$ cat config.mk
export PLATFORM = sky130hd
export DESIGN_NAME = e203_exu_branchslv_mc_flat
export DESIGN_NICKNAME = d
export VERILOG_FILES = /design/src/rtl/e203_exu_branchslv_mc_if.sv /design/src/rtl/e203_exu_branchslv_mc.sv /design/src/flat_wrapper.sv
export SDC_FILE = /design/constraint.sdc
export NUM_CORES = 1
export LEC_CHECK = 0
export ABC_AREA = 1
export BUFFER_PORTS_ARGS = -buffer_cell sky130_fd_sc_hd__buf_2
export CAP_MARGIN = 5
export CORE_AREA = 2 2 122 124
export DETAILED_ROUTE_END_ITERATION = 7
export DIE_AREA = 0 0 124 126
export GPL_ROUTABILITY_DRIVEN = 0
export GPL_TIMING_DRIVEN = 0
export PLACE_DENSITY_LB_ADDON = 0.15
export SLEW_MARGIN = 20
export SYNTH_ARGS = -nofsm -noshare
export SYNTH_HDL_FRONTEND = slang
export SYNTH_SLANG_ARGS = --single-unit
$ cat constraint.sdc
create_clock -name clk -period 10.85 [get_ports clk]
set_clock_uncertainty 0.2 [all_clocks]
set_input_delay 1.6275 -clock clk [delete_from_list [all_inputs] [get_ports clk]]
set_output_delay 1.6275 -clock clk [all_outputs]
set_load 0.01 [all_outputs]
$ cat src/rtl/e203_exu_branchslv_mc_if.sv
// Commit-slot and IFU flush bundle for the multi-channel branch resolver.
// master = commit stage / IFU side, slave = resolver.
interface e203_exu_branchslv_mc_if #(
    parameter int NCH  = 2,
    parameter int PC_W = 32
);
    logic [NCH-1:0]      cmt_i_valid;
    logic [NCH-1:0]      cmt_i_ready;
    logic [NCH-1:0]      cmt_i_rv32;
    logic [NCH-1:0]      cmt_i_bjp;
    logic [NCH-1:0]      cmt_i_bjp_prdt;
    logic [NCH-1:0]      cmt_i_bjp_rslv;
    logic [NCH-1:0]      cmt_i_fencei;
    logic [NCH-1:0]      cmt_i_mret;
    logic [NCH-1:0]      cmt_i_dret;
    logic [NCH*PC_W-1:0] cmt_i_pc;
    logic [NCH*PC_W-1:0] cmt_i_imm;
    logic                brchmis_flush_req;
    logic                brchmis_flush_ack;
    logic [PC_W-1:0]     brchmis_flush_pc;

    modport master (
        output cmt_i_valid, cmt_i_rv32, cmt_i_bjp, cmt_i_bjp_prdt, cmt_i_bjp_rslv,
               cmt_i_fencei, cmt_i_mret, cmt_i_dret, cmt_i_pc, cmt_i_imm,
               brchmis_flush_ack,
        input  cmt_i_ready, brchmis_flush_req, brchmis_flush_pc
    );

    modport slave (
        input  cmt_i_valid, cmt_i_rv32, cmt_i_bjp, cmt_i_bjp_prdt, cmt_i_bjp_rslv,
               cmt_i_fencei, cmt_i_mret, cmt_i_dret, cmt_i_pc, cmt_i_imm,
               brchmis_flush_ack,
        output cmt_i_ready, brchmis_flush_req, brchmis_flush_pc
    );
endinterface

$ cat src/rtl/e203_exu_branchslv_mc.sv
// Oldest-flush picker over NCH commit slots; E203_BRSLV_PERF_EN adds saturating BJP perf counters.
// Latency: need in cycle N -> registered flush_pc and req in N+1; slot retires on the req&ack cycle.
// Backpressure: flush req held until ack; selected and younger slots stall (ready=0) meanwhile.
module e203_exu_branchslv_mc #(
    parameter int NCH   = 2,
    parameter int PC_W  = 32,
    parameter int CNT_W = 32
) (
    input  logic                 clk,
    input  logic                 rst,
    e203_exu_branchslv_mc_if.slave cmt,
    input  logic [PC_W-1:0]      csr_epc_r,
    input  logic [PC_W-1:0]      csr_dpc_r,
    input  logic                 nonalu_excpirq_flush_req_raw,
    output logic                 cmt_mret_ena,
    output logic                 cmt_dret_ena,
    output logic                 cmt_fencei_ena,
    input  logic                 perf_clr,
    output logic [CNT_W-1:0]     perf_bjp_cnt,
    output logic [CNT_W-1:0]     perf_mis_cnt
);
    localparam int SEL_W = (NCH > 1) ? $clog2(NCH) : 1;

    typedef enum logic {
        ST_IDLE,
        ST_FLUSH
    } state_t;

    state_t             state, state_nxt;
    logic               nonalu;
    logic [NCH-1:0]     need, is_br;
    logic               any_need;
    logic [SEL_W-1:0]   sel, sel_q;
    logic               capture, hs_flush;

    logic [PC_W-1:0]    s_pc, s_imm, tgt;
    logic               s_rv32, s_bjp, s_prdt, s_fencei, s_mret, s_dret;

    logic [PC_W-1:0]    flush_pc_q;
    logic               mret_q, dret_q, fencei_q;

    assign nonalu = nonalu_excpirq_flush_req_raw;

    always_comb begin
        need     = '0;
        is_br    = '0;
        sel      = '0;
        for (int i = 0; i < NCH; i++) begin
            is_br[i] = cmt.cmt_i_bjp[i] | cmt.cmt_i_fencei[i] | cmt.cmt_i_mret[i] | cmt.cmt_i_dret[i];
            need[i]  = cmt.cmt_i_valid[i] &
                       ((cmt.cmt_i_bjp[i] & (cmt.cmt_i_bjp_prdt[i] ^ cmt.cmt_i_bjp_rslv[i])) |
                        cmt.cmt_i_fencei[i] | cmt.cmt_i_mret[i] | cmt.cmt_i_dret[i]);
        end
        // Descending scan so the lowest (oldest) needing slot wins.
        for (int i = NCH - 1; i >= 0; i--) begin
            if (need[i]) begin
                sel = SEL_W'(i);
            end
        end
        any_need = |need;
    end

    always_comb begin
        s_pc     = '0;
        s_imm    = '0;
        s_rv32   = 1'b0;
        s_bjp    = 1'b0;
        s_prdt   = 1'b0;
        s_fencei = 1'b0;
        s_mret   = 1'b0;
        s_dret   = 1'b0;
        for (int i = 0; i < NCH; i++) begin
            if (SEL_W'(i) == sel) begin
                s_pc     = cmt.cmt_i_pc[i*PC_W +: PC_W];
                s_imm    = cmt.cmt_i_imm[i*PC_W +: PC_W];
                s_rv32   = cmt.cmt_i_rv32[i];
                s_bjp    = cmt.cmt_i_bjp[i];
                s_prdt   = cmt.cmt_i_bjp_prdt[i];
                s_fencei = cmt.cmt_i_fencei[i];
                s_mret   = cmt.cmt_i_mret[i];
                s_dret   = cmt.cmt_i_dret[i];
            end
        end
        if (s_dret) begin
            tgt = csr_dpc_r;
        end else if (s_mret) begin
            tgt = csr_epc_r;
        end else if (s_fencei | (s_bjp & s_prdt)) begin
            tgt = s_pc + (s_rv32 ? PC_W'(4) : PC_W'(2));
        end else begin
            tgt = s_pc + s_imm;
        end
    end

    always_ff @(posedge clk) begin
        if (rst) begin
            state <= ST_IDLE;
        end else begin
            state <= state_nxt;
        end
    end

    always_comb begin
        state_nxt                 = state;
        capture                   = 1'b0;
        hs_flush                  = 1'b0;
        cmt.brchmis_flush_req     = 1'b0;
        unique case (state)
            ST_IDLE: begin
                if (any_need & ~nonalu) begin
                    capture   = 1'b1;
                    state_nxt = ST_FLUSH;
                end
            end
            ST_FLUSH: begin
                cmt.brchmis_flush_req = ~nonalu;
                // An exception/irq flush supersedes ours; the latched entry is simply dropped.
                if (nonalu) begin
                    state_nxt = ST_IDLE;
                end else if (cmt.brchmis_flush_ack) begin
                    hs_flush  = 1'b1;
                    state_nxt = ST_IDLE;
                end
            end
            default: state_nxt = ST_IDLE;
        endcase
    end

    always_ff @(posedge clk) begin
        if (rst) begin
            sel_q      <= '0;
            flush_pc_q <= '0;
            mret_q     <= 1'b0;
            dret_q     <= 1'b0;
            fencei_q   <= 1'b0;
        end else if (capture) begin
            sel_q      <= sel;
            flush_pc_q <= tgt;
            dret_q     <= s_dret;
            mret_q     <= s_mret & ~s_dret;
            fencei_q   <= s_fencei & ~s_mret & ~s_dret;
        end
    end

    assign cmt.brchmis_flush_pc = flush_pc_q;
    assign cmt_mret_ena         = hs_flush & mret_q;
    assign cmt_dret_ena         = hs_flush & dret_q;
    assign cmt_fencei_ena       = hs_flush & fencei_q;

    // Older non-flushing slots retire freely in IDLE; branches among them hold off under an exception flush.
    always_comb begin
        cmt.cmt_i_ready = '0;
        for (int i = 0; i < NCH; i++) begin
            if (state == ST_IDLE) begin
                if (!any_need || (SEL_W'(i) < sel)) begin
                    cmt.cmt_i_ready[i] = ~is_br[i] | ~nonalu;
                end
            end else if (hs_flush && (SEL_W'(i) == sel_q)) begin
                cmt.cmt_i_ready[i] = 1'b1;
            end
        end
    end

`ifdef E203_BRSLV_PERF_EN
    logic [NCH-1:0] hs;
    logic [2:0]     inc_bjp, inc_mis;

    function automatic logic [CNT_W-1:0] sat_add(input logic [CNT_W-1:0] a, input logic [2:0] b);
        logic [CNT_W:0] s;
        s = {1'b0, a} + (CNT_W+1)'(b);
        return s[CNT_W] ? {CNT_W{1'b1}} : s[CNT_W-1:0];
    endfunction

    assign hs = cmt.cmt_i_valid & cmt.cmt_i_ready;

    always_comb begin
        inc_bjp = '0;
        inc_mis = '0;
        for (int i = 0; i < NCH; i++) begin
            if (hs[i] & cmt.cmt_i_bjp[i]) begin
                if (cmt.cmt_i_bjp_prdt[i] ^ cmt.cmt_i_bjp_rslv[i]) begin
                    inc_mis = inc_mis + 3'd1;
                end else begin
                    inc_bjp = inc_bjp + 3'd1;
                end
            end
        end
    end

    always_ff @(posedge clk) begin
        if (rst | perf_clr) begin
            perf_bjp_cnt <= '0;
            perf_mis_cnt <= '0;
        end else begin
            perf_bjp_cnt <= sat_add(perf_bjp_cnt, inc_bjp);
            perf_mis_cnt <= sat_add(perf_mis_cnt, inc_mis);
        end
    end
`else
    logic unused_perf_clr;
    assign unused_perf_clr = perf_clr;
    assign perf_bjp_cnt    = '0;
    assign perf_mis_cnt    = '0;
`endif

endmodule

$ cat src/flat_wrapper.sv
// flat-port wrapper written by rule: the top's interface ports become plain ports
module e203_exu_branchslv_mc_flat 
#(
    parameter int NCH   = 2,
    parameter int PC_W  = 32,
    parameter int CNT_W = 32
)
  (clk, rst, csr_epc_r, csr_dpc_r, nonalu_excpirq_flush_req_raw, cmt_mret_ena, cmt_dret_ena, cmt_fencei_ena, perf_clr, perf_bjp_cnt, perf_mis_cnt, cmt_cmt_i_valid, cmt_cmt_i_rv32, cmt_cmt_i_bjp, cmt_cmt_i_bjp_prdt, cmt_cmt_i_bjp_rslv, cmt_cmt_i_fencei, cmt_cmt_i_mret, cmt_cmt_i_dret, cmt_cmt_i_pc, cmt_cmt_i_imm, cmt_brchmis_flush_ack, cmt_cmt_i_ready, cmt_brchmis_flush_req, cmt_brchmis_flush_pc);
  e203_exu_branchslv_mc_if #(.NCH(NCH), .PC_W(PC_W)) cmt_i ();
  input  logic clk;
  input  logic rst;
  input  logic [PC_W-1:0] csr_epc_r;
  input  logic [PC_W-1:0] csr_dpc_r;
  input  logic nonalu_excpirq_flush_req_raw;
  output logic cmt_mret_ena;
  output logic cmt_dret_ena;
  output logic cmt_fencei_ena;
  input  logic perf_clr;
  output logic [CNT_W-1:0] perf_bjp_cnt;
  output logic [CNT_W-1:0] perf_mis_cnt;
  input wire logic [$bits(cmt_i.cmt_i_valid)-1:0] cmt_cmt_i_valid;
  input wire logic [$bits(cmt_i.cmt_i_rv32)-1:0] cmt_cmt_i_rv32;
  input wire logic [$bits(cmt_i.cmt_i_bjp)-1:0] cmt_cmt_i_bjp;
  input wire logic [$bits(cmt_i.cmt_i_bjp_prdt)-1:0] cmt_cmt_i_bjp_prdt;
  input wire logic [$bits(cmt_i.cmt_i_bjp_rslv)-1:0] cmt_cmt_i_bjp_rslv;
  input wire logic [$bits(cmt_i.cmt_i_fencei)-1:0] cmt_cmt_i_fencei;
  input wire logic [$bits(cmt_i.cmt_i_mret)-1:0] cmt_cmt_i_mret;
  input wire logic [$bits(cmt_i.cmt_i_dret)-1:0] cmt_cmt_i_dret;
  input wire logic [$bits(cmt_i.cmt_i_pc)-1:0] cmt_cmt_i_pc;
  input wire logic [$bits(cmt_i.cmt_i_imm)-1:0] cmt_cmt_i_imm;
  input wire logic [$bits(cmt_i.brchmis_flush_ack)-1:0] cmt_brchmis_flush_ack;
  output wire logic [$bits(cmt_i.cmt_i_ready)-1:0] cmt_cmt_i_ready;
  output wire logic [$bits(cmt_i.brchmis_flush_req)-1:0] cmt_brchmis_flush_req;
  output wire logic [$bits(cmt_i.brchmis_flush_pc)-1:0] cmt_brchmis_flush_pc;
  assign cmt_i.cmt_i_valid = cmt_cmt_i_valid;
  assign cmt_i.cmt_i_rv32 = cmt_cmt_i_rv32;
  assign cmt_i.cmt_i_bjp = cmt_cmt_i_bjp;
  assign cmt_i.cmt_i_bjp_prdt = cmt_cmt_i_bjp_prdt;
  assign cmt_i.cmt_i_bjp_rslv = cmt_cmt_i_bjp_rslv;
  assign cmt_i.cmt_i_fencei = cmt_cmt_i_fencei;
  assign cmt_i.cmt_i_mret = cmt_cmt_i_mret;
  assign cmt_i.cmt_i_dret = cmt_cmt_i_dret;
  assign cmt_i.cmt_i_pc = cmt_cmt_i_pc;
  assign cmt_i.cmt_i_imm = cmt_cmt_i_imm;
  assign cmt_i.brchmis_flush_ack = cmt_brchmis_flush_ack;
  assign cmt_cmt_i_ready = cmt_i.cmt_i_ready;
  assign cmt_brchmis_flush_req = cmt_i.brchmis_flush_req;
  assign cmt_brchmis_flush_pc = cmt_i.brchmis_flush_pc;
  e203_exu_branchslv_mc #(.NCH(NCH), .PC_W(PC_W), .CNT_W(CNT_W)) u_core (.clk(clk), .rst(rst), .cmt(cmt_i), .csr_epc_r(csr_epc_r), .csr_dpc_r(csr_dpc_r), .nonalu_excpirq_flush_req_raw(nonalu_excpirq_flush_req_raw), .cmt_mret_ena(cmt_mret_ena), .cmt_dret_ena(cmt_dret_ena), .cmt_fencei_ena(cmt_fencei_ena), .perf_clr(perf_clr), .perf_bjp_cnt(perf_bjp_cnt), .perf_mis_cnt(perf_mis_cnt));
endmodule
Word-level counts from Yosys, hierarchy flattened. Cells that the tools add are included.

$add $sub $neg: 2. Multipliers: 0. Divide/modulo/power cells: 0. Order comparisons: 2. Equality and inequality tests: 0. Shifts and indexed selects: 0. Multiplexer cells: 29. Bitwise logic cells: 36. Reductions and logical operators: 6.

Operator list (number): 32-bit two-way mux (5); 32-bit adder (2); 1-bit two-way mux (22); 1-bit OR (15); 1-bit AND (12); 1-bit NOT (7); 3-bit two-way mux (1); 1-bit logical AND (2); 1-bit logical OR (2); 1-bit less-than comparator, first input constant (2); 1-bit one-hot mux with 2 select lines (1); 2-bit OR reduction (1); 1-bit XOR (2); 1-bit zero test (1).

Bits in registers: 37. Latch bits: 0. Bits in writable memories: 0. Memory bits (read-only): 0. Bits of input ports: 213. Output and inout port bits: 102. Word-level logic and storage cells: 81. Memories kept: 0.

Depth between registers and ports, before layout.
Depth after elaboration: 14. Mapped depth: 26. Mapped depth without buffers: 25.

Worst setup path before layout. No wires, ideal clock.

Path type: in2reg. From: input port cmt_cmt_i_fencei[0]. To: register u_core.flush_pc_q[8] (netlist: u_core.cmt.brchmis_flush_pc[8]). Library setup time: 138 ps. Data arrival time: 4548 ps. Data required time: 10512 ps. Path slack: 5963 ps. Cell stages on the path: 18. Buffers on the path: 1. Path through: nor3_1 > nand2_1 > nand2_2 > nand2_4 > nand2_1 > nand2_1 > nand2_1 > buf_1 > a21oi_1 > ha_1 > fa_1 > nand3_1 > nand3_1 > a21boi_0 > o21ai_0 > or2_2 > a31oi_1 > a21oi_1.

Longest elaborated chain between the ends: 11. Elaborated cells on any way between the ends: 25. Classes of those cells: 2 x add/sub; 15 x mux; 7 x bitwise; 1 x reduce/logical.

RTL lines: start: declaration (line flat_wrapper.sv:26) `input wire logic [$bits(cmt_i.cmt_i_fencei)-1:0] cmt_cmt_i_fencei;`; 1-bit OR (line e203_exu_branchslv_mc.sv:51) `((cmt.cmt_i_bjp[i] & (cmt.cmt_i_bjp_prdt[i] ^ cmt.cmt_i_bjp_rslv[i])) |`; 1-bit OR (2 in a row) (line e203_exu_branchslv_mc.sv:52) `cmt.cmt_i_fencei[i] | cmt.cmt_i_mret[i] | cmt.cmt_i_dret[i]);`; 1-bit AND (line e203_exu_branchslv_mc.sv:50) `need[i] = cmt.cmt_i_valid[i] &`; 1-bit two-way mux (line e203_exu_branchslv_mc.sv:56) `if (need[i]) begin`; 1-bit two-way mux (line e203_exu_branchslv_mc.sv:73) `if (SEL_W'(i) == sel) begin`; 3-bit two-way mux / 1-bit AND (equally long branches) (line e203_exu_branchslv_mc.sv:89, e203_exu_branchslv_mc.sv:88); 32-bit adder / 1-bit OR (equally long branches) (line e203_exu_branchslv_mc.sv:89, e203_exu_branchslv_mc.sv:88); 32-bit two-way mux (line e203_exu_branchslv_mc.sv:88) `end else if (s_fencei | (s_bjp & s_prdt)) begin`; 32-bit two-way mux (line e203_exu_branchslv_mc.sv:86) `end else if (s_mret) begin`; 32-bit two-way mux (line e203_exu_branchslv_mc.sv:84) `if (s_dret) begin`; end signal: assignment (line e203_exu_branchslv_mc.sv:138) `flush_pc_q <= tgt;`; end: declaration (line e203_exu_branchslv_mc.sv:39) `logic [PC_W-1:0] flush_pc_q;`.

Parallel ways exist; a longest one is shown, timed or not. A chain may end at the register's enable or synchronous reset.

Worst setup path after layout.
From: input port cmt_cmt_i_fencei[0]. To: register u_core.flush_pc_q[22] (netlist: u_core.cmt.brchmis_flush_pc[22]).

Same word-level chain as after synthesis.

==> reports/metrics.cfg <==
[outcome]
run_status=completed

[clock_network]
cts_sinks=37
cts_buffer_depth=2
clkLatencyLatePin_ns=0.28
ctsResizeCount=0
cts_root_buf=clkbuf_16
hold_buffers=0
path_clk_slew_ns=0.06
ctsHtreeMaxLevel=2
cts_inserted_buffers=5
post_cts_buffers=0
cts_tree=yes

[die]
die_w_um=124
initial_core_util=0.389
ios=315
rows=44
core_area_sq_mm=0.0143
die-area_sq_mm=0.0156
die-height_um=126

[yosys]
yosysWarnings=0
synth_area_sq_mm=0.00557
synth_area_leader_cell=nand2_1
ys_ff_latch=37
synth_area_leaders=nand2_1, dfxtp_1, buf_4
syn_inst=947
seq_area_frac_synth=0.133
ys_types=46
synth_top_area_share=0.238
syn_avg_cell_area_sq_um=5.88

[global_route]
use_met2=0.435
track_usage=0.245
grt_pass1_vias=6335
met1_usage=0.316
grt_max_degree=13
busiest_layer=met2
antenna_found_initial=0
grt_overflow=0
grt_first_pass_wirelength_mm=30.2
met3_usage=0.0217

[sta]
finalCritPeriodShare=0.517
rsz0062_at_grt=no
setup_viol=0
slew_viol_final=0
whs_ns=0.288
tns_ns=0
relSlewSlack=0.539
hold_viol_final=0
fmax_mhz=178
worstMarginPinSlew_ns=0.691
fin_crit_ns=5.61

[detailed_routing]
vias=6825
drc=0
antenna_left=0
wire_per_inst_um=13.7
viasPerCell=4.71
wirelength_mm=19.9
initialDrtViolationCount=358
drtPass1Iterations=5

[flow_run]
cap_violations=0

[pwr]
p_int_uw=421
clockPowerShare=0.270
vdd_ir_drop_max_mv=0.0475
pwr-share-seq=0.221
p_switching_uw=276
power.static_leakage_uw=0.00416
p_per_area_mw_per_mm2=93.4
swShare=0.396
p_comb_frac=0.509

[setup_path]
cp_max_fo=10
crit_type=input pin to register
worstPathRequired_ns=10.80
worstPathArrival_ns=5.55
critPathLaunchType=input pin
rr_worst_depth=8
end_kind=register

[final_layout]
final_area_sq_mm=0.00747
drive_gt1_frac=0.314
fin_nets=1510
num_antenna_cells=0
area.growth.synth_to_final_pct=34.1
final_cells=1450

[min_path]
hold_depth=2
hold_class=register to register

[placed_design]
dpl_cell_area_sq_mm=0.00728
dp.cells=1442
port-buffer-count=248
dp_hpwl_mm=17.2

cells in the mapped netlist (all sizes together):
master   number
a41oi         7
dfxtp        37
a21o          5
fa            1
o21bai        9
buf          89
xnor2         2
conb          1
o21ai        29
nand4        10
clkbuf       12
nor4          1
o31ai         1
or2           6
nand2       360
nor2         66
inv          64
o2111ai       3
nor3          9
ha           31
o21a          4
xor2         11
a21boi        3
o211ai        1
nand3        75
nand3b        2
a211oi        2
a21oi       101
a31oi         5
registers in the layout, indices dropped and copies added (netlist names):
name and flops:
u_core.cmt.brchmis_flush_pc 32, u_core.dret_q 1, u_core.fencei_q 1, u_core.mret_q 1, u_core.sel_q 1, u_core.state 1
area by class of cell:
| type | count | area (sq um) |
|---|---|---|
| fillers | 1617 | 6840 |
| multi-input cells | 808 | 4110 |
| repair buffers | 248 | 1240 |
| flip-flops and latches | 37 | 741 |
| plain buffers | 101 | 712 |
| inverters | 64 | 245 |
| well taps | 184 | 230 |
| clock buffers | 5 | 125 |
| clock inverters | 3 | 65.1 |
placed cells by master, fill, tap and decap left out, drive strengths merged, types with 2 or more instances in the layout:
master | Yosys | layout
o21a | 4 | 4
nand2 | 360 | 360
clkbuf | 12 | 17
a21oi | 101 | 101
nor2 | 66 | 66
a21o | 5 | 5
nand3b | 2 | 2
buf | 89 | 337
nand3 | 75 | 75
o2111ai | 3 | 3
inv | 64 | 64
a41oi | 7 | 7
o21ai | 29 | 29
xor2 | 11 | 11
a31oi | 5 | 5
or2 | 6 | 6
a21boi | 3 | 3
xnor2 | 2 | 2
nor3 | 9 | 9
nand4 | 10 | 10
ha | 31 | 31
a211oi | 2 | 2
o21bai | 9 | 9
bufinv | 0 | 2
dfxtp | 37 | 37
conb | 1 | 64
final timing paths:
kind / startpoint / endpoint / slack [ns]
worst max-delay path: cmt_cmt_i_fencei[0] / u_core.cmt.brchmis_flush_pc[22] / 5.24
worst min-delay path: u_core.cmt.brchmis_flush_pc[2] / u_core.cmt.brchmis_flush_pc[2] / 0.29
worst max register to register: u_core.state / u_core.cmt.brchmis_flush_pc[25] / 9.00
worst min register to register: u_core.cmt.brchmis_flush_pc[2] / u_core.cmt.brchmis_flush_pc[2] / 0.29
metal layers:
layer / routed length (um) / vias up
met2: 9370 / 234
met3: 1230 / 15
met1: 9090 / 2969
met4: 216 / 0
met5: 0 / -
li1: - / 3607
cells by family (layout without fill, tap and decap cells):
logic type | count (synthesis) | count (layout) | synth area share
compound gates | 170 | 170 | 0.197
xor+xnor | 13 | 13 | 0.0204
fa+ha+maj | 32 | 32 | 0.0732
buf+inv | 165 | 421 | 0.172
flops | 37 | 37 | 0.133
other cells | 1 | 64 | 0.000673
simple gates | 529 | 529 | 0.404
power groups by stage:
stage / clock, uW / combinational (uW) / sequential (uW)
6_report: 188 / 355 / 154
3_5_place_dp: 0 / 351 / 157
5_1_grt: 197 / 397 / 155
3_3_place_gp: 0 / 350 / 157
2_1_floorplan: 0 / 233 / 162
4_1_cts: 190 / 353 / 154
through the flow:
stage / utilization / total power, uW / worst slack, ns
2_1_floorplan: - / 395 / 5.96
3_3_place_gp: 0.509 / 507 / 4.99
3_5_place_dp: 0.509 / 508 / 4.95
4_1_cts: 0.522 / 698 / 5.24
5_1_grt: 0.522 / 749 / 4.86
6_report: 0.522 / 698 / 5.24
worst max-delay path, stage by stage:
cell and delay (ns):
buf_2 0.11, nor3_1 0.17, nand2_1 0.08, nand2_2 0.17, nand2_4 0.15, nand2_1 0.12
nand2_1 0.09, nand2_1 0.21, buf_1 0.42, a21oi_1 0.11, ha_1 0.27, fa_1 0.41
nand3_1 0.10, nand3_1 0.11, a21boi_0 0.46, o21ai_0 0.35, nand2_1 0.17, a21o_1 0.12
nand3_1 0.10, a21oi_1 0.14, nor2_1 0.05
Note: power is estimated with default switching activity, not from simulation.
